$ cat src/rtl/fft_pkg.sv
// Shared definitions for the radix-2 FFT butterfly scheduler: default widths,
// bit positions inside the butterfly command tag, and the scheduler FSM states.
package fft_pkg;

    localparam int FFT_DATA_WIDTH = 16;
    localparam int FFT_CMD_WIDTH  = 3;

    // Bit positions inside bf_m
    localparam int BFM_VALID = 0;
    localparam int BFM_FIRST = 1;
    localparam int BFM_LAST  = 2;

    typedef enum logic [1:0] {
        IDLE  = 2'd0,
        ISSUE = 2'd1,
        DRAIN = 2'd2,
        DONE  = 2'd3
    } state_t;

endpackage

$ cat src/rtl/fft_bf_scheduler_if.sv
// Bus between the scheduler and its surroundings (data RAM, twiddle ROM and
// butterfly pipeline). The master modport is the scheduler side.
//
// Handshake: start is a one-cycle request that is only accepted while the
// scheduler is idle; there is no ready signal, the requester watches busy
// and done instead. Every read strobe has a fixed one-cycle data latency and
// the scheduler never stalls, so rd_en/wr_en are plain strobes with no
// back-pressure.
interface fft_bf_scheduler_if
    import fft_pkg::*;
#(
    parameter int DATA_WIDTH = FFT_DATA_WIDTH,
    parameter int CMD_WIDTH  = FFT_CMD_WIDTH,
    parameter int LOG2N      = 3
);

    logic                    start;
    logic                    busy;
    logic                    done;
    logic                    rd_en;
    logic [LOG2N-1:0]        rd_addr_a;
    logic [LOG2N-1:0]        rd_addr_b;
    logic [2*DATA_WIDTH-1:0] rd_data_a;
    logic [2*DATA_WIDTH-1:0] rd_data_b;
    logic [LOG2N-2:0]        tw_addr;
    logic [2*DATA_WIDTH-1:0] tw_data;
    logic [2*DATA_WIDTH-1:0] bf_a;
    logic [2*DATA_WIDTH-1:0] bf_b;
    logic [2*DATA_WIDTH-1:0] bf_w;
    logic [CMD_WIDTH-1:0]    bf_m;
    logic                    wr_en;
    logic [LOG2N-1:0]        wr_addr_a;
    logic [LOG2N-1:0]        wr_addr_b;

    modport master (
        input  start, rd_data_a, rd_data_b, tw_data,
        output busy, done, rd_en, rd_addr_a, rd_addr_b, tw_addr,
               bf_a, bf_b, bf_w, bf_m, wr_en, wr_addr_a, wr_addr_b
    );

    modport slave (
        output start, rd_data_a, rd_data_b, tw_data,
        input  busy, done, rd_en, rd_addr_a, rd_addr_b, tw_addr,
               bf_a, bf_b, bf_w, bf_m, wr_en, wr_addr_a, wr_addr_b
    );

endinterface

$ cat src/rtl/fft_delay_line.sv
// Fixed-depth shift register with synchronous clear. Used to carry the
// write strobe and write addresses alongside the butterfly pipeline.
module fft_delay_line #(
    parameter int WIDTH = 1,
    parameter int DEPTH = 1
) (
    input  logic             clk,
    input  logic             clr,
    input  logic [WIDTH-1:0] d,
    output logic [WIDTH-1:0] q
);

    logic [WIDTH-1:0] sr [DEPTH];

    // Shift one stage per clock; clear wipes every stage so nothing in flight survives
    always_ff @(posedge clk) begin
        if (clr) begin
            for (int i = 0; i < DEPTH; i++) sr[i] <= '0;
        end else begin
            sr[0] <= d;
            for (int i = 1; i < DEPTH; i++) sr[i] <= sr[i-1];
        end
    end

    assign q = sr[DEPTH-1];

endmodule

$ cat src/rtl/fft_bf_scheduler.sv
// Operand issuer for an in-place radix-2 DIT FFT (input stored bit-reversed).
// Walks LOG2N stages of N/2 butterflies, one per clock, issuing RAM and
// twiddle reads, a registered command tag that lines up with the read data,
// and write-back addresses delayed to line up with the butterfly outputs.
// Between stages it drains long enough for the last write of a stage to
// commit before the next stage reads.
module fft_bf_scheduler
    import fft_pkg::*;
#(
    parameter int DATA_WIDTH = FFT_DATA_WIDTH,
    parameter int CMD_WIDTH  = FFT_CMD_WIDTH,
    parameter int LOG2N      = 3,
    parameter int BF_LATENCY = 2
) (
    input  logic                clk,
    input  logic                rst,
    fft_bf_scheduler_if.master  bus,
    output state_t              dbg_state
);

    localparam int KW = LOG2N - 1;                  // butterfly index width (N/2 per stage)
    localparam int SW = $clog2(LOG2N);              // stage index width
    localparam int DCW = $clog2(BF_LATENCY + 2);    // drain counter width
    localparam int DLW = 1 + 2 * LOG2N;             // {wr_en, wr_addr_a, wr_addr_b}

    localparam logic [KW-1:0]  K_LAST = KW'((1 << KW) - 1);
    localparam logic [SW-1:0]  S_LAST = SW'(LOG2N - 1);
    localparam logic [DCW-1:0] D_LAST = DCW'(BF_LATENCY);

    state_t               state, state_n;
    logic [KW-1:0]        k, k_n;
    logic [SW-1:0]        s, s_n;
    logic [DCW-1:0]       dcnt, dcnt_n;
    logic [CMD_WIDTH-1:0] cmd_n, cmd_q;

    logic [LOG2N-1:0]     kk, half, j, addr_a, addr_b;
    logic [DLW-1:0]       dl_q;

    assign dbg_state = state;

    // State, butterfly index, stage index, drain counter and command tag registers
    always_ff @(posedge clk) begin
        if (rst) begin
            state <= IDLE;
            k     <= '0;
            s     <= '0;
            dcnt  <= '0;
            cmd_q <= '0;
        end else begin
            state <= state_n;
            k     <= k_n;
            s     <= s_n;
            dcnt  <= dcnt_n;
            cmd_q <= cmd_n;
        end
    end

    // Next-state logic plus the status and read strobes that follow the state
    always_comb begin
        state_n   = state;
        k_n       = k;
        s_n       = s;
        dcnt_n    = dcnt;
        cmd_n     = '0;
        bus.busy  = 1'b0;
        bus.done  = 1'b0;
        bus.rd_en = 1'b0;
        case (state)
            IDLE: begin
                if (bus.start) begin
                    state_n = ISSUE;
                    k_n     = '0;
                    s_n     = '0;
                end
            end
            ISSUE: begin
                bus.busy          = 1'b1;
                bus.rd_en         = 1'b1;
                cmd_n[BFM_VALID]  = 1'b1;
                cmd_n[BFM_FIRST]  = (k == '0);
                cmd_n[BFM_LAST]   = (s == S_LAST) && (k == K_LAST);
                if (k == K_LAST) begin
                    state_n = DRAIN;
                    k_n     = '0;
                    dcnt_n  = '0;
                end else begin
                    k_n = k + 1'b1;
                end
            end
            DRAIN: begin
                bus.busy = 1'b1;
                if (dcnt == D_LAST) begin
                    if (s == S_LAST) begin
                        state_n = DONE;
                    end else begin
                        state_n = ISSUE;
                        s_n     = s + 1'b1;
                    end
                end else begin
                    dcnt_n = dcnt + 1'b1;
                end
            end
            DONE: begin
                bus.done = 1'b1;
                state_n  = IDLE;
            end
            default: state_n = IDLE;
        endcase
    end

    // Operand addresses: group base (k above the stage bit, shifted up) plus offset j
    always_comb begin
        kk     = {1'b0, k};
        half   = LOG2N'(1) << s;
        j      = kk & (half - 1'b1);
        addr_a = ((kk >> s) << (int'(s) + 1)) | j;
        addr_b = addr_a | half;
    end

    // Read and twiddle addresses are driven only while issuing, zero otherwise
    always_comb begin
        bus.rd_addr_a = '0;
        bus.rd_addr_b = '0;
        bus.tw_addr   = '0;
        if (state == ISSUE) begin
            bus.rd_addr_a = addr_a;
            bus.rd_addr_b = addr_b;
            bus.tw_addr   = (LOG2N-1)'(j << (LOG2N - 1 - int'(s)));
        end
    end

    // One cycle for the RAM read plus the butterfly latency
    fft_delay_line #(
        .WIDTH (DLW),
        .DEPTH (1 + BF_LATENCY)
    ) u_wr_delay (
        .clk (clk),
        .clr (rst),
        .d   ({bus.rd_en, bus.rd_addr_a, bus.rd_addr_b}),
        .q   (dl_q)
    );

    assign bus.wr_en     = dl_q[DLW-1];
    assign bus.wr_addr_a = dl_q[2*LOG2N-1:LOG2N];
    assign bus.wr_addr_b = dl_q[LOG2N-1:0];

    // Operands and twiddle pass straight through; the RAM/ROM already register them
    assign bus.bf_a = bus.rd_data_a[2*DATA_WIDTH-1:0];
    assign bus.bf_b = bus.rd_data_b[2*DATA_WIDTH-1:0];
    assign bus.bf_w = bus.tw_data[2*DATA_WIDTH-1:0];
    assign bus.bf_m = cmd_q;

endmodule
$ cat src/flat_wrapper.sv
// flat-port wrapper written by rule: the top's interface ports become plain ports
module fft_bf_scheduler_flat import fft_pkg::*;
#(
    parameter int DATA_WIDTH = FFT_DATA_WIDTH,
    parameter int CMD_WIDTH  = FFT_CMD_WIDTH,
    parameter int LOG2N      = 3,
    parameter int BF_LATENCY = 2
)
  (clk, rst, dbg_state, bus_start, bus_rd_data_a, bus_rd_data_b, bus_tw_data, bus_busy, bus_done, bus_rd_en, bus_rd_addr_a, bus_rd_addr_b, bus_tw_addr, bus_bf_a, bus_bf_b, bus_bf_w, bus_bf_m, bus_wr_en, bus_wr_addr_a, bus_wr_addr_b);
  fft_bf_scheduler_if #(.DATA_WIDTH(DATA_WIDTH), .CMD_WIDTH(CMD_WIDTH), .LOG2N(LOG2N)) bus_i ();
  input  logic clk;
  input  logic rst;
  output state_t dbg_state;
  input wire logic [$bits(bus_i.start)-1:0] bus_start;
  input wire logic [$bits(bus_i.rd_data_a)-1:0] bus_rd_data_a;
  input wire logic [$bits(bus_i.rd_data_b)-1:0] bus_rd_data_b;
  input wire logic [$bits(bus_i.tw_data)-1:0] bus_tw_data;
  output wire logic [$bits(bus_i.busy)-1:0] bus_busy;
  output wire logic [$bits(bus_i.done)-1:0] bus_done;
  output wire logic [$bits(bus_i.rd_en)-1:0] bus_rd_en;
  output wire logic [$bits(bus_i.rd_addr_a)-1:0] bus_rd_addr_a;
  output wire logic [$bits(bus_i.rd_addr_b)-1:0] bus_rd_addr_b;
  output wire logic [$bits(bus_i.tw_addr)-1:0] bus_tw_addr;
  output wire logic [$bits(bus_i.bf_a)-1:0] bus_bf_a;
  output wire logic [$bits(bus_i.bf_b)-1:0] bus_bf_b;
  output wire logic [$bits(bus_i.bf_w)-1:0] bus_bf_w;
  output wire logic [$bits(bus_i.bf_m)-1:0] bus_bf_m;
  output wire logic [$bits(bus_i.wr_en)-1:0] bus_wr_en;
  output wire logic [$bits(bus_i.wr_addr_a)-1:0] bus_wr_addr_a;
  output wire logic [$bits(bus_i.wr_addr_b)-1:0] bus_wr_addr_b;
  assign bus_i.start = bus_start;
  assign bus_i.rd_data_a = bus_rd_data_a;
  assign bus_i.rd_data_b = bus_rd_data_b;
  assign bus_i.tw_data = bus_tw_data;
  assign bus_busy = bus_i.busy;
  assign bus_done = bus_i.done;
  assign bus_rd_en = bus_i.rd_en;
  assign bus_rd_addr_a = bus_i.rd_addr_a;
  assign bus_rd_addr_b = bus_i.rd_addr_b;
  assign bus_tw_addr = bus_i.tw_addr;
  assign bus_bf_a = bus_i.bf_a;
  assign bus_bf_b = bus_i.bf_b;
  assign bus_bf_w = bus_i.bf_w;
  assign bus_bf_m = bus_i.bf_m;
  assign bus_wr_en = bus_i.wr_en;
  assign bus_wr_addr_a = bus_i.wr_addr_a;
  assign bus_wr_addr_b = bus_i.wr_addr_b;
  fft_bf_scheduler #(.DATA_WIDTH(DATA_WIDTH), .CMD_WIDTH(CMD_WIDTH), .LOG2N(LOG2N), .BF_LATENCY(BF_LATENCY)) u_core (.clk(clk), .rst(rst), .bus(bus_i), .dbg_state(dbg_state));
endmodule
$ cat config.mk
export PLATFORM = sky130hd
export DESIGN_NAME = fft_bf_scheduler_flat
export DESIGN_NICKNAME = d
export VERILOG_FILES = /design/src/rtl/fft_pkg.sv /design/src/rtl/fft_bf_scheduler_if.sv /design/src/rtl/fft_delay_line.sv /design/src/rtl/fft_bf_scheduler.sv /design/src/flat_wrapper.sv
export SDC_FILE = /design/constraint.sdc
export NUM_CORES = 1
export LEC_CHECK = 0
export CORE_UTILIZATION = 30
export DETAILED_ROUTE_END_ITERATION = 16
export GPL_TIMING_DRIVEN = 1
export PLACE_DENSITY = 0.9
export SYNTH_ARGS = -nofsm -noshare
export SYNTH_HDL_FRONTEND = slang
export SYNTH_SLANG_ARGS = --single-unit
$ cat constraint.sdc
create_clock -name clk -period 2.65 [get_ports clk]
set_clock_uncertainty 0.2 [all_clocks]
set_input_delay 0.3975 -clock clk [delete_from_list [all_inputs] [get_ports clk]]
set_output_delay 0.3975 -clock clk [all_outputs]
set_load 0.02 [all_outputs]
# After elaboration in Yosys (flattened, before gate mapping)
# Memory sizes are Yosys's and may differ from the RTL's.
# Cells that the tools add are included.
[word_totals]
reg_bits = 11
mem_bits_rw = 21
inputBits = 99
output_inout_bits = 119
word_cells = 74
n_memories = 1
[op_classes]
add_sub_neg = 6
n_eq_ne = 11
n_shift = 4
mux = 27
bitwise = 7
reduce_logical = 12
[memory_table]
columns = ["memory", "words", "word_bits", "rd", "rd_ports_with_merged_regs", "write_ports", "line", "source"]
rows = [
  ["u_core.u_wr_delay.sr", 3, 7, 3, 0, 3, "fft_delay_line.sv:13", "logic [WIDTH-1:0] sr [DEPTH];"],
]
[ops]
columns = ["op", "n"]
rows = [
  ["<< shifter 3 x 32 -> 2 bit", 1],
  ["<< shifter 3 x 32 -> 3 bit", 1],
  ["two-way mux 2 bit", 11],
  ["two-way mux 7 bit", 3],
  ["one-hot mux 2 bit (2 select lines)", 3],
  ["== test 2 bit, second input constant", 5],
  ["one-hot mux 2 bit (4 select lines)", 1],
  ["two-way mux 1 bit", 7],
  ["adder 2 x 1 -> 2 bit, second input constant", 3],
  ["two-way mux 3 bit", 2],
  ["!= test 2 bit, second input constant", 3],
  ["bitwise OR 3 bit", 2],
  ["AND reduction 3 bit", 2],
  ["nonzero test 2 bit", 3],
  ["zero test 2 bit", 2],
  ["!= test 2 x 1 -> 1 bit, second input constant", 2],
  ["AND reduction 4 bit", 1],
  ["OR reduction 2 bit", 2],
  ["adder 2 x 1 -> 3 bit, second input constant", 1],
  ["AND 2 x 3 -> 3 bit", 1],
  ["bitwise OR 1 bit", 3],
  ["<< shifter 1 x 2 -> 3 bit, first input constant", 1],
  ["right shift 2 x 2 -> 3 bit", 1],
  ["subtractor 2 x 2 -> 3 bit, first input constant", 1],
  ["5 further kinds", 5],
]

# Logic depth before layout (Yosys ltp)
# Gate-level depths: netlist of run 1.
[logic_depth]
word_depth = 7
mapped_depth = 6
ltp_nobuf = 6

# By module
# Synthesis of run 1 repeated with hierarchy kept, for this count alone.
[hier_totals]
hier_cells = 246
area_unflattened_um2 = 2249.7
[modules_own_cells]
columns = ["module", "instances", "cells_per_inst", "area_each_um2", "seq_area_each_um2"]
rows = [
  ["fft_bf_scheduler", 1, 195, 1572.8, 220.2],
  ["fft_delay_line", 1, 51, 676.9, 420.4],
]

# Worst setup path before layout of run 1
# Ideal clock, no wire load.
[synth_timing]
path_kind = "flip-flop to output port"
start = "register u_core.state[0], in the netlist u_core.dbg_state[0]"
end = "output port bus_tw_addr[0]"
arrival_time_ns = 1.857
t_required_ns = 2.053
path_slack_ns = 0.196
stages_incl_launch_ff = 5
path_buffers = 1
path_cell_list = "dfxtp_1 > ha_1 > buf_2 > nand3b_1 > nor4_1"
[synth_via]
elab_chain_cells = 2
[synth_lines]
columns = ["element", "line", "source"]
rows = [
  ["start: declaration", "fft_bf_scheduler.sv:30", "state_t state, state_n;"],
  ["start signal: assignment", "fft_bf_scheduler.sv:50", "state <= state_n;"],
  ["== test 2 x 1 -> 1 bit", "fft_bf_scheduler.sv:125", "if (state == ISSUE) begin"],
  ["two-way mux 2 bit", "fft_bf_scheduler.sv:125", ""],
  ["end: declaration", "flat_wrapper.sv:23", "output wire logic [$bits(bus_i.tw_addr)-1:0] bus_tw_addr;"],
]
# Every way passes these cells.

# Worst setup path after layout of run 1
[layout_timing]
start = "register u_core.s[0]"
end = "output port bus_rd_addr_a[1]"
[layout_via]
elab_chain_cells = 5
elab_cells_between_ends = 8
cone_classes = "add/sub (2); shift (3); mux (1); bitwise (2)"
[layout_lines]
columns = ["element", "line", "source"]
rows = [
  ["start: declaration", "fft_bf_scheduler.sv:32", "logic [SW-1:0] s, s_n;"],
  ["start signal: assignment", "fft_bf_scheduler.sv:52", "s <= s_n;"],
  ["<< shifter 1 x 2 -> 3 bit", "fft_bf_scheduler.sv:114", "half = LOG2N'(1) << s;"],
  ["subtractor 3 x 1 -> 3 bit", "fft_bf_scheduler.sv:115", "j = kk & (half - 1'b1);"],
  ["AND 2 x 3 -> 3 bit", "fft_bf_scheduler.sv:115", ""],
  ["bitwise OR 3 bit (*)", "fft_bf_scheduler.sv:116", "addr_a = ((kk >> s) << (int'(s) + 1)) | j;"],
  ["two-way mux 3 bit (*)", "fft_bf_scheduler.sv:125", ""],
  ["end: declaration", "flat_wrapper.sv:21", "output wire logic [$bits(bus_i.rd_addr_a)-1:0] bus_rd_addr_a;"],
]
# Mark *: on every way between the ends. The rest lies on a longest branch, timed or not.

==> impl_metrics.json, run 1 <==
{
  "setup_tns_ns": 0,
  "numCtsBuffers": 5,
  "grt_use_total_pct": 9.98,
  "synth.top_cells.by_count": "buf_4, dfxtp_1, nor2b_1",
  "power.internal_uw": 945,
  "synth_area_leaders": "buf_4, dfxtp_1, nor2b_1",
  "slowest_stage": "dlygate4sd2_1",
  "ys_seq_area_share_pct": 28.4,
  "start_util_pct": 31.6,
  "globalRoute.totalOverflow": 0,
  "whs_path_depth": 1,
  "crit_path_start_kind": "flip-flop",
  "first_global_vias": 1181,
  "ctsResizeCount": 9,
  "synth-async-reset-ratio_pct": 0,
  "syn_area_um2": 2180,
  "core_um2": 6910,
  "synth_warnings": 0,
  "pwr-share-seq_pct": 37.4,
  "synthFlopType": "dfxtp_1",
  "postSynthAreaPerCell_um2": 8.53,
  "finalCriticalPeriod_ns": 2.54,
  "grt_max_degree": 15,
  "critical-path-max-stage-delay_ns": 0.33,
  "status": "finished clean",
  "synth.distinct_cells": 36,
  "critical_path_required_ns": 2.05,
  "place_area_um2": 1810,
  "ir_drop_mv": 0.182,
  "min_from": "u_core.u_wr_delay.sr[0][7]$_SDFF_PP0_",
  "nets": 297,
  "maxSlewViolCount": 0,
  "clk_pin_slew_worst_paths_ns": 0.06,
  "clock_latency_ns": 0.28,
  "hold_ws_ns": 0.234,
  "syn_to_final_growth_pct": -12.8,
  "path_max_fanout": 12,
  "dr_total_vias": 1226,
  "detail_route.iter0.violations": 107,
  "post-place-ws_ns": 0.110,
  "regToRegEndpoint": "u_core.s[1]$_SDFFE_PP0P_",
  "rr_startpoint": "u_core.dbg_state[0]$_SDFFE_PP0P_",
  "worst_slew_pin_slew_ns": 0.408,
  "numClockSinks": 31,
  "rows": 30,
  "final_layout_size_suffix_gt1_share_pct": 10.8,
  "rsz0062_at_grt": "false",
  "reg2reg_slack_ns": 0.79,
  "hp-class": "reg2reg",
  "reg2reg_depth": 6,
  "synthCells": 256,
  "vias_per_cell": 4.35,
  "worstSetupEndpointType": "output port",
  "max_slew_margin_pct": 72.8,
  "crit_chain": "buf_4 -> ha_1 -> nor4_2 -> a22oi_1 -> nor2b_1 -> dlygate4sd2_1",
  "yosysMostFrequentCell": "buf_4",
  "cts_buffer_depth": 2,
  "yosysTopAreaCellShare_pct": 35.4,
  "drtPass1Iterations": 5,
  "fmax_mhz": 394,
  "power.density_nw_per_um2": 761,
  "clock_tree.root_cell": "clkbuf_8",
  "io_pins": 218,
  "yosysTopAreaCell": "buf_4",
  "fp.dieW_um": 87.3,
  "synth-seq-cells": 31,
  "routed_wl_um": 3790,
  "synth_fp_nets": 367,
  "layout_worst_path_cycle_share_pct": 95.9,
  "grt_pass1_wl_um": 5820,
  "finalHoldViolCount": 0,
  "cap_violations": 0,
  "cts_setup_buffers": 0,
  "combPwrFrac_pct": 36.8,
  "leakagePower_nw": 0.765,
  "hpwl_um": 2920,
  "synth-edff-count": 0,
  "cp_num_buf_inv": 2,
  "die-area_um2": 7620,
  "swShare_pct": 34.7,
  "crit_type": "reg2out",
  "ant_nets": 0,
  "hold_end": "u_core.u_wr_delay.sr[0][14]$_SDFF_PP0_",
  "place.gp.congestion": 0.838,
  "wl_per_cell_um": 13.4,
  "antenna_found_initial": 0,
  "cts-hold-fix-buffers": 0,
  "cts_tree": "built",
  "htreeDepth": 2,
  "clkPwrFrac_pct": 25.8,
  "arrival_ns": 1.94,
  "worst_slack_ns": 0.110,
  "io_buffers": 25,
  "num_antenna_cells": 0,
  "die_y_um": 87.3,
  "finalSetupViolCount": 0,
  "final_area_um2": 1900,
  "p_sw_uw": 502,
  "cp_top_family": "buffers and inverters",
  "drc": 0
}
-- power groups by stage --
stage	Sequential [mW]	Clock, mW	Combinational [mW]
global placement	0.550	0	0.534
detailed placement	0.551	0	0.544
floorplan	0.570	0	0.543
global route	0.548	0.405	0.583
finish	0.542	0.373	0.533
CTS	0.541	0.379	0.539
-- worst max path at each step --
stage / end / depth (start not counted) / slack [ns] / startpoint
finish: bus_rd_addr_a[1] / 6 / 0.11 / u_core.s[0]$_SDFFE_PP0P_
global route: bus_rd_addr_a[0] / 6 / 0.007 / u_core.s[0]$_SDFFE_PP0P_
global placement: bus_rd_addr_b[1] / 6 / 0.15 / u_core.s[0]$_SDFFE_PP0P_
floorplan: bus_tw_addr[0] / 4 / 0.20 / u_core.dbg_state[0]$_SDFFE_PP0P_
detailed placement: bus_rd_addr_b[1] / 6 / 0.11 / u_core.s[0]$_SDFFE_PP0P_
CTS: bus_rd_addr_b[0] / 6 / 0.11 / u_core.s[1]$_SDFFE_PP0P_
-- layout by cell type, fill, tap and decap left out, types with 3 or more instances in the layout --
master,instances
and2_1,3
a31oi_1,3
inv_1,8
nand2b_1,8
clkbuf_8,6
nand3_1,3
o21ai_0,5
ha_1,12
nor2_1,15
nor2b_1,26
dfxtp_1,31
buf_4,8
clkdlybuf4s50_1,17
dlygate4sd2_1,8
-- layout make-up --
| cell class | instances | area [µm²] |
|---|---|---|
| Clock buffer | 6 | 82.6 |
| Clock inverter | 1 | 5.00 |
| Tap cell | 96 | 120 |
| Inverter | 9 | 33.8 |
| Sequential cell | 31 | 621 |
| Multi-Input combinational cell | 106 | 741 |
| Timing Repair Buffer | 33 | 300 |
| Fill cell | 738 | 5000 |
-- per-stage QoR --
| stage | util (%) | power [mW] | instances |
|---|---|---|---|
| floorplan | - | 1.11 | 256 |
| global placement | 26.2 | 1.08 | 275 |
| detailed placement | 26.2 | 1.10 | 275 |
| CTS | 27.4 | 1.46 | 282 |
| global route | 27.6 | 1.54 | 282 |
| finish | 27.6 | 1.45 | 282 |
-- cells by family (layout without fill, tap and decap cells) --
kind of cell	count (synthesis)	count (layout)	synth area share, %
muxes	1	1	0.458
xor gates and xnor gates	2	2	0.802
DFF	31	31	28.4
adders and majority gates	12	12	6.88
AOI/OAI and AO/OA	21	21	6.53
buffers and inverters	119	49	38.5
and+or+nand+nor	70	70	18.5
-- sequential cells by signal (all words and copies together), names as in the netlist --
register,cells
u_core.bus.bf_m,2
u_core.dbg_state,2
u_core.dcnt,2
u_core.k,2
u_core.s,2
u_core.u_wr_delay.sr,21
-- worst reg2reg max path, cell delays in order (launching register included) --
cell	delay, ns
dfxtp_1	0.32
buf_4	0.15
inv_1	0.09
ha_1	0.41
nor2_1	0.10
a211oi_1	0.35
o32ai_1	0.13
-- per-layer routing --
layer  GRT usage (%)  wire (µm)  vias up
li1                -          -      580
met1            8.60       1300      561
met2            18.3       1950       56
met3            4.36        357       29
met4            7.15        176        0
met5               0          0        -
No activity file was read; power rests on OpenSTA's default activity.
==> run 2: changes to the inputs <==
--- a/config.mk
+++ b/config.mk
@@ -7,7 +7,7 @@
 export LEC_CHECK = 0
 export CORE_UTILIZATION = 30
 export DETAILED_ROUTE_END_ITERATION = 16
-export GPL_TIMING_DRIVEN = 1
+export GPL_TIMING_DRIVEN = 0
 export PLACE_DENSITY = 0.9
 export SYNTH_ARGS = -nofsm -noshare
 export SYNTH_HDL_FRONTEND = slang
==> impl_metrics.json, run 2 (same netlist as run 1, synthesis figures left out) <==
{
  "grt_pass1_wl_um": 7760,
  "arrival_ns": 1.97,
  "fill_cells": 643,
  "cts_buffer_depth": 2,
  "top_register": "u_core.u_wr_delay.sr",
  "reg2reg_slack_ns": 0.69,
  "fmax_mhz": 390,
  "max_slew_margin_pct": 70.6,
  "worstSetupEndpointType": "output port",
  "crit_type": "reg2out",
  "power.density_nw_per_um2": 516,
  "ir_drop_mv": 0.245,
  "mostFrequentLayoutCell": "clkdlybuf4s50_1",
  "antenna_found_initial": 0,
  "finalHoldViolCount": 0,
  "wl_per_cell_um": 11.2,
  "final_util_pct": 53.3,
  "final_layout_size_suffix_gt1_share_pct": 34.2,
  "fp.dieW_um": 87.3,
  "dr_total_vias": 2000,
  "grt_max_degree": 11,
  "critical_path_required_ns": 2.05,
  "critical-path-max-stage-delay_ns": 0.38,
  "syn_to_final_growth_pct": 68.5,
  "num_antenna_cells": 0,
  "largest_register_ffs": 21,
  "clock_tree.root_cell": "clkbuf_8",
  "hold_ws_ns": 0.215,
  "start_util_pct": 31.6,
  "path_max_fanout": 10,
  "hpwl_um": 4500,
  "drtPass1Iterations": 4,
  "place.gp.congestion": 0.858,
  "worst_slew_pin_slew_ns": 0.442,
  "numCtsBuffers": 5,
  "crit_path_start_kind": "flip-flop",
  "status": "finished clean",
  "whs_path_depth": 2,
  "top_layer": "met4",
  "nets": 496,
  "vias_per_cell": 4.15,
  "final_cell_mix": "clkdlybuf4s50_1, buf_4, dfxtp_1",
  "finalCriticalPeriod_ns": 2.56,
  "layout_worst_path_cycle_share_pct": 96.7,
  "maxSlewViolCount": 0,
  "min_from": "rst",
  "htreeDepth": 2,
  "ant_nets": 0,
  "finalSetupViolCount": 0,
  "die-area_um2": 7620,
  "clock_latency_ns": 0.28,
  "hp-class": "in2reg",
  "rows": 30,
  "clk_pin_slew_worst_paths_ns": 0.06,
  "numClockSinks": 31,
  "wl_met2_um": 3170,
  "leakagePower_nw": 1.64,
  "regToRegEndpoint": "u_core.u_wr_delay.sr[0][0]$_SDFF_PP0_",
  "wl_met3_um": 379,
  "die_y_um": 87.3,
  "multiInputGateArea_um2": 776,
  "wl_met1_um": 1820,
  "first_global_vias": 1924,
  "regArea_um2": 623,
  "drc": 0,
  "reg2reg_depth": 8,
  "io_buffers": 120,
  "slowest_stage": "dfxtp_2",
  "core_um2": 6910,
  "detail_route.iter0.violations": 96,
  "rr_startpoint": "u_core.s[0]$_SDFFE_PP0P_",
  "crit_chain": "buf_6 -> inv_1 -> ha_4 -> nor4_4 -> a221oi_2 -> nor2b_1 -> dlygate4sd2_1",
  "io_pins": 218,
  "grt_use_total_pct": 12.6,
  "cts_tree": "built",
  "globalRoute.totalOverflow": 0,
  "cts-hold-fix-buffers": 0,
  "cap_violations": 0,
  "hold_end": "u_core.u_wr_delay.sr[0][5]$_SDFF_PP0_",
  "routed_wl_um": 5380
}
## run 2: cell count changes in the layout (fill, tap and decap cells not counted), moves of 3 or more
cell             delta
dlygate4sd2_1       -5
buf_4              +97
clkbuf_2            +3
clkdlybuf4s50_1    +95
buf_2               +4
## run 2: how the worst max path moves through the flow
stage                                startpoint          endpoint  cells past startpoint  slack (ns)
2_1_floorplan  u_core.dbg_state[0]$_SDFFE_PP0P_    bus_tw_addr[0]                      4        0.20
3_3_place_gp           u_core.s[0]$_SDFFE_PP0P_  bus_rd_addr_a[1]                      7       -0.21
3_5_place_dp           u_core.s[0]$_SDFFE_PP0P_  bus_rd_addr_a[1]                      7       -0.29
4_1_cts                u_core.s[0]$_SDFFE_PP0P_  bus_rd_addr_a[0]                      7       0.007
5_1_grt                u_core.s[0]$_SDFFE_PP0P_  bus_rd_addr_b[2]                      7      -0.002
6_report               u_core.s[0]$_SDFFE_PP0P_  bus_rd_addr_b[1]                      7        0.09
## run 2: metal layers
metal,track usage [%],vias to the layer above
li1,-,980
met1,11.5,916
met2,27.6,102
met3,2.75,2
met4,2.24,0
met5,0,-
## run 2: report_power, final
group / internal, mW / leakage [nW] / total (mW) / switching (mW)
combinational: 0.436 / 1.33 / 0.877 / 0.441
sequential: 0.511 / 0.252 / 0.549 / 0.0383
clock: 0.304 / 0.0612 / 0.472 / 0.169
total: 1.25 / 1.64 / 1.90 / 0.648
## run 2: critical path, delay by kind of cell, from the launching register on
kind | cells | cell delay, ns
buf+inv | 3 | 0.58
fa+ha+maj | 1 | 0.34
compound gates | 1 | 0.26
simple gates | 2 | 0.12
flops | 1 | 0.38
## run 2: final cells by class
cell class              instances  share of cell area, %
repair buffers                122                   32.5
clock inverters                 2                  0.952
well taps                      96                   3.26
inverters                       9                  0.918
plain buffers                 110                   22.1
clock buffers                   6                   2.24
multi-input cells             106                   21.1
flip-flops and latches         31                   16.9
## run 2: timing repair
item | 4_1_cts | 5_1_grt
setup endpoints to repair | 8 | 8
endpoints found under the hold margin | 0 | 0
pin swaps | 1 | 2
gates cloned | 0 | 0
setup buffers | 1 | 1
resized for setup | 19 | 10
## run 2: stage by stage
stage	setup WS (ns)	setup TNS [ns]	power, mW	instances	area [µm²]
floorplan	0.196	0	1.11	256	2180
global placement	-0.213	-0.837	1.42	472	3500
detailed placement	-0.287	-1.12	1.44	472	3500
CTS	0.00653	0	1.91	481	3670
global route	-0.00196	-0.00196	1.99	482	3680
finish	0.0863	0	1.90	482	3680
==> run 3: changes to the inputs <==
--- a/config.mk
+++ b/config.mk
@@ -5,6 +5,7 @@
 export SDC_FILE = /design/constraint.sdc
 export NUM_CORES = 1
 export LEC_CHECK = 0
+export CORE_ASPECT_RATIO = 0.5
 export CORE_UTILIZATION = 30
 export DETAILED_ROUTE_END_ITERATION = 16
 export GPL_TIMING_DRIVEN = 0
==> impl_metrics.json, run 3 (same netlist as run 1, synthesis figures left out) <==
{
  "drtPass1Iterations": 4,
  "final_cell_mix": "clkdlybuf4s50_1, buf_4, dfxtp_1",
  "io_buffers": 120,
  "cts_setup_buffers": 0,
  "hpwl_um": 4280,
  "grt_max_degree": 11,
  "critical_path_required_ns": 2.05,
  "clk_pin_slew_worst_paths_ns": 0.05,
  "clock_tree.root_cell": "clkbuf_16",
  "htreeDepth": 2,
  "layout_worst_path_cycle_share_pct": 97.6,
  "grt_pass1_wl_um": 8170,
  "cap_violations": 0,
  "globalRoute.totalOverflow": 0,
  "power.density_nw_per_um2": 565,
  "largest_register_ffs": 21,
  "start_util_pct": 31.8,
  "final_layout_size_suffix_gt1_share_pct": 35.2,
  "final_area_um2": 3710,
  "critPathLaunch": "u_core.s[0]$_SDFFE_PP0P_",
  "ir_drop_mv": 0.339,
  "core_um2": 6860,
  "fp.dieW_um": 123,
  "io_pins": 218,
  "cts-hold-fix-buffers": 0,
  "finalCriticalPeriod_ns": 2.59,
  "rsz0062_at_grt": "true",
  "num_antenna_cells": 0,
  "min_from": "rst",
  "nets": 494,
  "top_register": "u_core.u_wr_delay.sr",
  "arrival_ns": 1.99,
  "die_y_um": 62.3,
  "crit_path_start_kind": "flip-flop",
  "maxSlewViolCount": 0,
  "dr_total_vias": 1979,
  "worstSetupEndpointType": "output port",
  "total_power_mw": 2.09,
  "grt_use_total_pct": 13.3,
  "fill_cells": 604,
  "cts_tree": "built",
  "detail_route.iter0.violations": 60,
  "finalSetupViolCount": 0,
  "rows": 21,
  "grtUsageMet1_pct": 13.8,
  "place.gp.congestion": 0.824,
  "grt-busiest-layer": "met2",
  "wl_per_cell_um": 11.5,
  "cts_buffer_depth": 2,
  "crit_type": "reg2out",
  "worst_slack_ns": 0.0639,
  "worst_slew_pin_slew_ns": 0.531,
  "max_slew_margin_pct": 64.6,
  "routed_wl_um": 5500,
  "mostFrequentLayoutCell": "clkdlybuf4s50_1",
  "antenna_found_initial": 0,
  "final_util_pct": 54.1,
  "vias_per_cell": 4.16,
  "fmax_mhz": 387,
  "place_area_um2": 3500,
  "die-area_um2": 7640,
  "clock_latency_ns": 0.27,
  "use_met2_pct": 26.1,
  "drc": 0,
  "syn_to_final_growth_pct": 69.8,
  "rr_startpoint": "u_core.s[0]$_SDFFE_PP0P_",
  "finalHoldViolCount": 0,
  "post-place-ws_ns": -0.268,
  "numCtsBuffers": 5,
  "hold_ws_ns": 0.228,
  "grt_use_met3_pct": 2.94,
  "status": "finished clean",
  "numClockSinks": 31,
  "first_global_vias": 1739,
  "hp-class": "in2reg",
  "leakagePower_nw": 1.65,
  "ant_nets": 0,
  "path_max_fanout": 10
}
==> run 3: changes by cell type in the layout (fill, tap and decap cells not counted), moves of 2 or more <==
cell             previous run  this run
clkdlybuf4s15_2             0         2
clkbuf_2                    3         5
clkbuf_16                   0         5
clkbuf_8                    6         1
clkdlybuf4s15_1             2         0
buf_4                     105       103
dlygate4sd2_1               3         0
==> run 3: where the power goes <==
part / switching (mW) / internal [mW]
combinational: 0.449 / 0.440
sequential: 0.0426 / 0.512
clock: 0.186 / 0.466
total: 0.677 / 1.42
==> run 3: final cells by class <==
cell class	instances	area (µm²)	area share, %
inverters	9	33.8	0.911
clock inverters	2	35.0	0.945
well taps	92	115	3.10
multi-input cells	106	776	20.9
clock buffers	6	139	3.75
flip-flops and latches	31	623	16.8
repair buffers	120	1170	31.7
plain buffers	110	812	21.9
==> run 3: worst paths after layout <==
kind                                             to  slack, ns  cells past startpoint
min reg2reg  u_core.u_wr_delay.sr[0][12]$_SDFF_PP0_       0.23                      1
max reg2reg                u_core.s[1]$_SDFFE_PP0P_       0.78                      6
max                                bus_rd_addr_a[1]       0.06                      7
min           u_core.u_wr_delay.sr[0][5]$_SDFF_PP0_       0.23                      2
==> run 3: worst max-delay path, cell delays in order (launching register included) <==
cell             delay [ns]
dfxtp_2                0.38
buf_6                  0.16
inv_1                  0.12
ha_4                   0.30
nor4_4                 0.20
a22oi_2                0.15
nor2b_1                0.14
clkdlybuf4s15_2        0.27
==> run 3: layer usage <==
| layer | vias to the layer above | routed length, µm |
|---|---|---|
| met5 | - | 0 |
| met4 | 0 | 65 |
| met3 | 7 | 389 |
| met2 | 82 | 3100 |
| met1 | 913 | 1950 |
| li1 | 977 | - |
==> run 3: stage by stage <==
step	TNS (ns)	std cells
after global routing	-0.107	476
final	0	476
after detailed placement	-1.25	468
after global placement	-1.07	468
after floorplan	0	256
after CTS	-0.0118	476
==> run 3: what timing repair did <==
action | in CTS | in global routing
pin swaps | 1 | 0
endpoints found under the setup margin | 8 | 8
gates resized for setup | 22 | 18
cloned | 0 | 0
==> RTL edit 1 (flow settings as in run 3) <==
Reset style: asynchronous (`rst`), changed in one clocked block.
--- a/src/rtl/fft_bf_scheduler.sv
+++ b/src/rtl/fft_bf_scheduler.sv
@@ -41,3 +41,3 @@
     // State, butterfly index, stage index, drain counter and command tag registers
-    always_ff @(posedge clk) begin
+    always_ff @(posedge clk or posedge rst) begin
         if (rst) begin
Check against the original RTL: differs if rst is asserted again (counterexample within 4 cycles, from zero or initial values and one cycle with rst high); with rst held inactive, the same outputs for 10 cycles.
==> RTL edit 1 against run 3 <==
Fmax up 1.8%. Sequential cell count increased by 1. Total power is 23% higher. Synthesized area down 1.6%. Wire length fell by 1.0%. Design area shrank 2.1%. Setup slack gained 0.046 ns. Sequential share of layout area increased by 2.4 points. First-iteration DRC count down 6.7%. Critical path type unchanged.
==> RTL edit 1: results <==
metrics = {
    "outcome": {
        "outcome": "finished clean",
    },
    "global_route": {
        "grt_max_degree": 14,
        "grt_pass1_vias": 1534,
        "grt_usage_pct": 13.2,
        "grt_first_pass_wirelength_um": 7600,
        "grt_use_met3_pct": 3.47,
    },
    "final_layout": {
        "seq_share_pct": 19.2,
        "num-nonclk-buffers": 229,
        "buf_share_pct": 54.6,
        "final-clk-cell-share_pct": 3.96,
        "design_area_um2": 3630,
        "nets": 477,
    },
    "detailed_routing": {
        "drt-pass1-iter-count": 6,
        "avgRoutedWirePerCell_um": 11.8,
        "routed-wl-met3_um": 287,
        "wl_met2_um": 2860,
        "initialDrtViolationCount": 56,
        "wl_met1_um": 2240,
    },
    "min_path": {
        "holdCritStartpoint": "u_core.u_wr_delay.sr[0][6]",
        "hold_path_depth": 1,
        "worstHoldPathType": "reg -> reg",
        "hold-path-endpoint": "u_core.u_wr_delay.sr[0][13]",
    },
    "sta": {
        "post-route-period-util_pct": 95.8,
        "whs_ns": 0.234,
    },
    "yosys": {
        "syn_nets": 349,
        "netlist_top_cells_count": "buf_4 (102), nor2b_1 (24), dfxtp_1 (21)",
        "synthArstFlopShare_pct": 34.4,
        "ys_types": 30,
        "ys_seq_area_share_pct": 32.4,
        "synth_area_per_cell_um2": 8.99,
    },
    "placed_design": {
        "io_buffer_count": 121,
        "dpl.hpwl_um": 4610,
        "placed_cell_area_um2": 3470,
    },
    "critical_path": {
        "startpoint": "u_core.s[0]",
        "r2r_setup_slack_ns": 0.82,
        "cp_data_arrival_time_ns": 1.94,
        "r2r-end": "u_core.dbg_state[1]",
    },
    "power": {
        "leakage_nw": 1.67,
    },
}
RTL edit 1: worst max-delay path, cell delays in order, from the launching register on:
cell,delay (ns)
dfrtp_1,0.37
buf_4,0.19
inv_2,0.09
ha_4,0.19
xnor2_1,0.20
nand3_1,0.11
a21oi_1,0.20
clkdlybuf4s15_1,0.33
RTL edit 1: cell families (layout without fill, tap and decap cells):
logic type / count (synthesis) / count (layout) / share of synthesized area [%]
xor gates and xnor gates: 2 / 2 / 0.816
DFF: 32 / 32 / 32.4
AOI/OAI and AO/OA: 18 / 18 / 6.06
and+or+nand+nor: 56 / 56 / 15.0
muxes: 1 / 1 / 0.466
buffers and inverters: 119 / 248 / 38.9
adders and majority gates: 11 / 11 / 6.41
RTL edit 1: power breakdown:
| part | internal [mW] | switching [mW] |
|---|---|---|
| logic | 0.663 | 0.716 |
| registers | 0.589 | 0.0608 |
| clock network | 0.345 | 0.201 |
==> RTL edit 2 (flow settings as in run 3) <==
Without the edit above. `FFT_CMD_WIDTH`: 3 -> 6.
--- a/src/rtl/fft_pkg.sv
+++ b/src/rtl/fft_pkg.sv
@@ -5,3 +5,3 @@
     localparam int FFT_DATA_WIDTH = 16;
-    localparam int FFT_CMD_WIDTH  = 3;
+    localparam int FFT_CMD_WIDTH  = 6;
 
Ports: changed (resized bus_bf_m); port bits go from 218 to 221. The function was not compared with the original's and may differ.
==> RTL edit 2 against run 3 <==
Wire length rose by 5.9%. Die area grew 1.2%. Design area up 2.2%. Critical path depth unchanged. Synthesized cell count up 1.6%. Sequential share of layout area decreased by 0.29 points. Setup slack worse by 0.00059 ns. Synthesized area up 1.2%. Total power decreased by 1.9%. Sequential cell count stayed put. Global-route usage increased by 0.65 points. Critical endpoint is now bus_rd_addr_a[0]. Largest power group unchanged.
==> RTL edit 2: results <==
metrics = {
    "yosys": {
        "netlist_top_cells_count": "buf_4 (106), dfxtp_1 (31), nor2b_1 (26)",
        "synth_warnings": 0,
        "synthTopCellsByArea": "buf_4 (36%), dfxtp_1 (28%), nor2b_1 (7.4%)",
        "synthArstFlopShare_pct": 0,
        "ys_types": 37,
        "ys_seq_area_share_pct": 28.1,
    },
    "global_route": {
        "grt_first_pass_wirelength_um": 8510,
        "antenna_found_initial": 0,
        "grt_usage_pct": 13.9,
        "grt_max_degree": 11,
        "grt_pass1_vias": 1774,
    },
    "critical_path": {
        "r2r-end": "u_core.u_wr_delay.sr[0][0]",
        "setup.worst_path.end": "bus_rd_addr_a[0]",
        "r2r_setup_slack_ns": 0.43,
        "max_stage_delay_ns": 0.37,
        "reg2reg_depth": 11,
        "cp_slowest_cell": "dfxtp_4",
        "critical_path.max_fanout": 10,
        "critPathTopFamily": "buffers and inverters",
    },
    "final_layout": {
        "nets": 506,
        "drive_above_1_share_pct": 35.9,
        "antenna_cells": 0,
        "regMostFlops": "u_core.u_wr_delay.sr",
        "fillCellCount": 575,
    },
    "detailed_routing": {
        "viasPerCell": 4.07,
        "initialDrtViolationCount": 71,
        "drt-pass1-iter-count": 4,
        "avgRoutedWirePerCell_um": 11.9,
    },
    "placed_design": {
        "post-place-ws_ns": -0.277,
        "dpl.hpwl_um": 4540,
        "place.gp.congestion": 0.839,
        "io_buffer_count": 120,
        "placed_cell_area_um2": 3530,
    },
    "power": {
        "irDropWorstVdd_mv": 0.335,
        "leakage_nw": 1.71,
    },
    "outcome": {
        "outcome": "finished clean",
    },
    "cts": {
        "clkTransAtPathRegs_ns": 0.05,
        "clk_latency_ns": 0.27,
        "clock_path_buffers": 2,
        "cts-root-buf": "clkbuf_16",
        "cts_buffers": 5,
    },
    "min_path": {
        "hold_path_depth": 2,
        "hold-path-endpoint": "u_core.u_wr_delay.sr[0][7]",
        "worstHoldPathType": "in -> reg",
    },
    "sta": {
        "fmax_mhz": 387,
        "whs_ns": 0.226,
    },
}
## RTL edit 2: cell types whose count changed after synthesis
cell / run 3 / this run
buf_4: 103 / 106
conb_1: 0 / 1
## RTL edit 2: layout make-up
cell class | count | area [um^2] | share of cell area, %
Tap cell | 92 | 115 | 3.04
Sequential cell | 31 | 626 | 16.5
Multi-Input combinational cell | 109 | 792 | 20.9
Timing Repair Buffer | 126 | 1230 | 32.4
Buffer | 113 | 835 | 22.0
Clock buffer | 7 | 153 | 4.03
Clock inverter | 1 | 7.51 | 0.198
Inverter | 9 | 33.8 | 0.892
## RTL edit 2: timing repair
action,in CTS,in global routing
resized for setup,23,13
pin swaps,1,2
setup buffers,5,1
setup endpoints to repair,8,8
## RTL edit 2: routing by layer
metal	vias up	track usage (%)	routed length [um]	share of wire [%]
met5	-	0	0	0
met4	0	4.67	55	0.95
met3	5	2.74	344	5.9
met2	82	27.0	3250	56
met1	902	14.9	2170	37
li1	996	-	-	-
## RTL edit 2: report_power, final
part           leakage [nW]  switching (mW)  internal, mW
Sequential            0.252          0.0411         0.511
Clock                0.0761           0.195         0.398
Combinational          1.38           0.456         0.454
Total                  1.71           0.692          1.36
## RTL edit 2: stage by stage
step	instances	utilization, %
floorplan	262	-
global placement	474	51.1
detailed placement	474	51.1
CTS	487	54.6
global route	488	54.8
finish	488	54.8
## RTL edit 2: cells by family (layout without fill, tap and decap cells)
| logic type | count (synthesis) | in the layout | share of synthesized area, % |
|---|---|---|---|
| flops | 31 | 31 | 28.1 |
| buf+inv | 122 | 256 | 39.0 |
| other cells | 1 | 3 | 0.170 |
| compound gates | 21 | 21 | 6.46 |
| xor+xnor | 2 | 2 | 0.793 |
| simple gates | 70 | 70 | 18.2 |
| mux | 1 | 1 | 0.453 |
| fa+ha+maj | 12 | 12 | 6.79 |
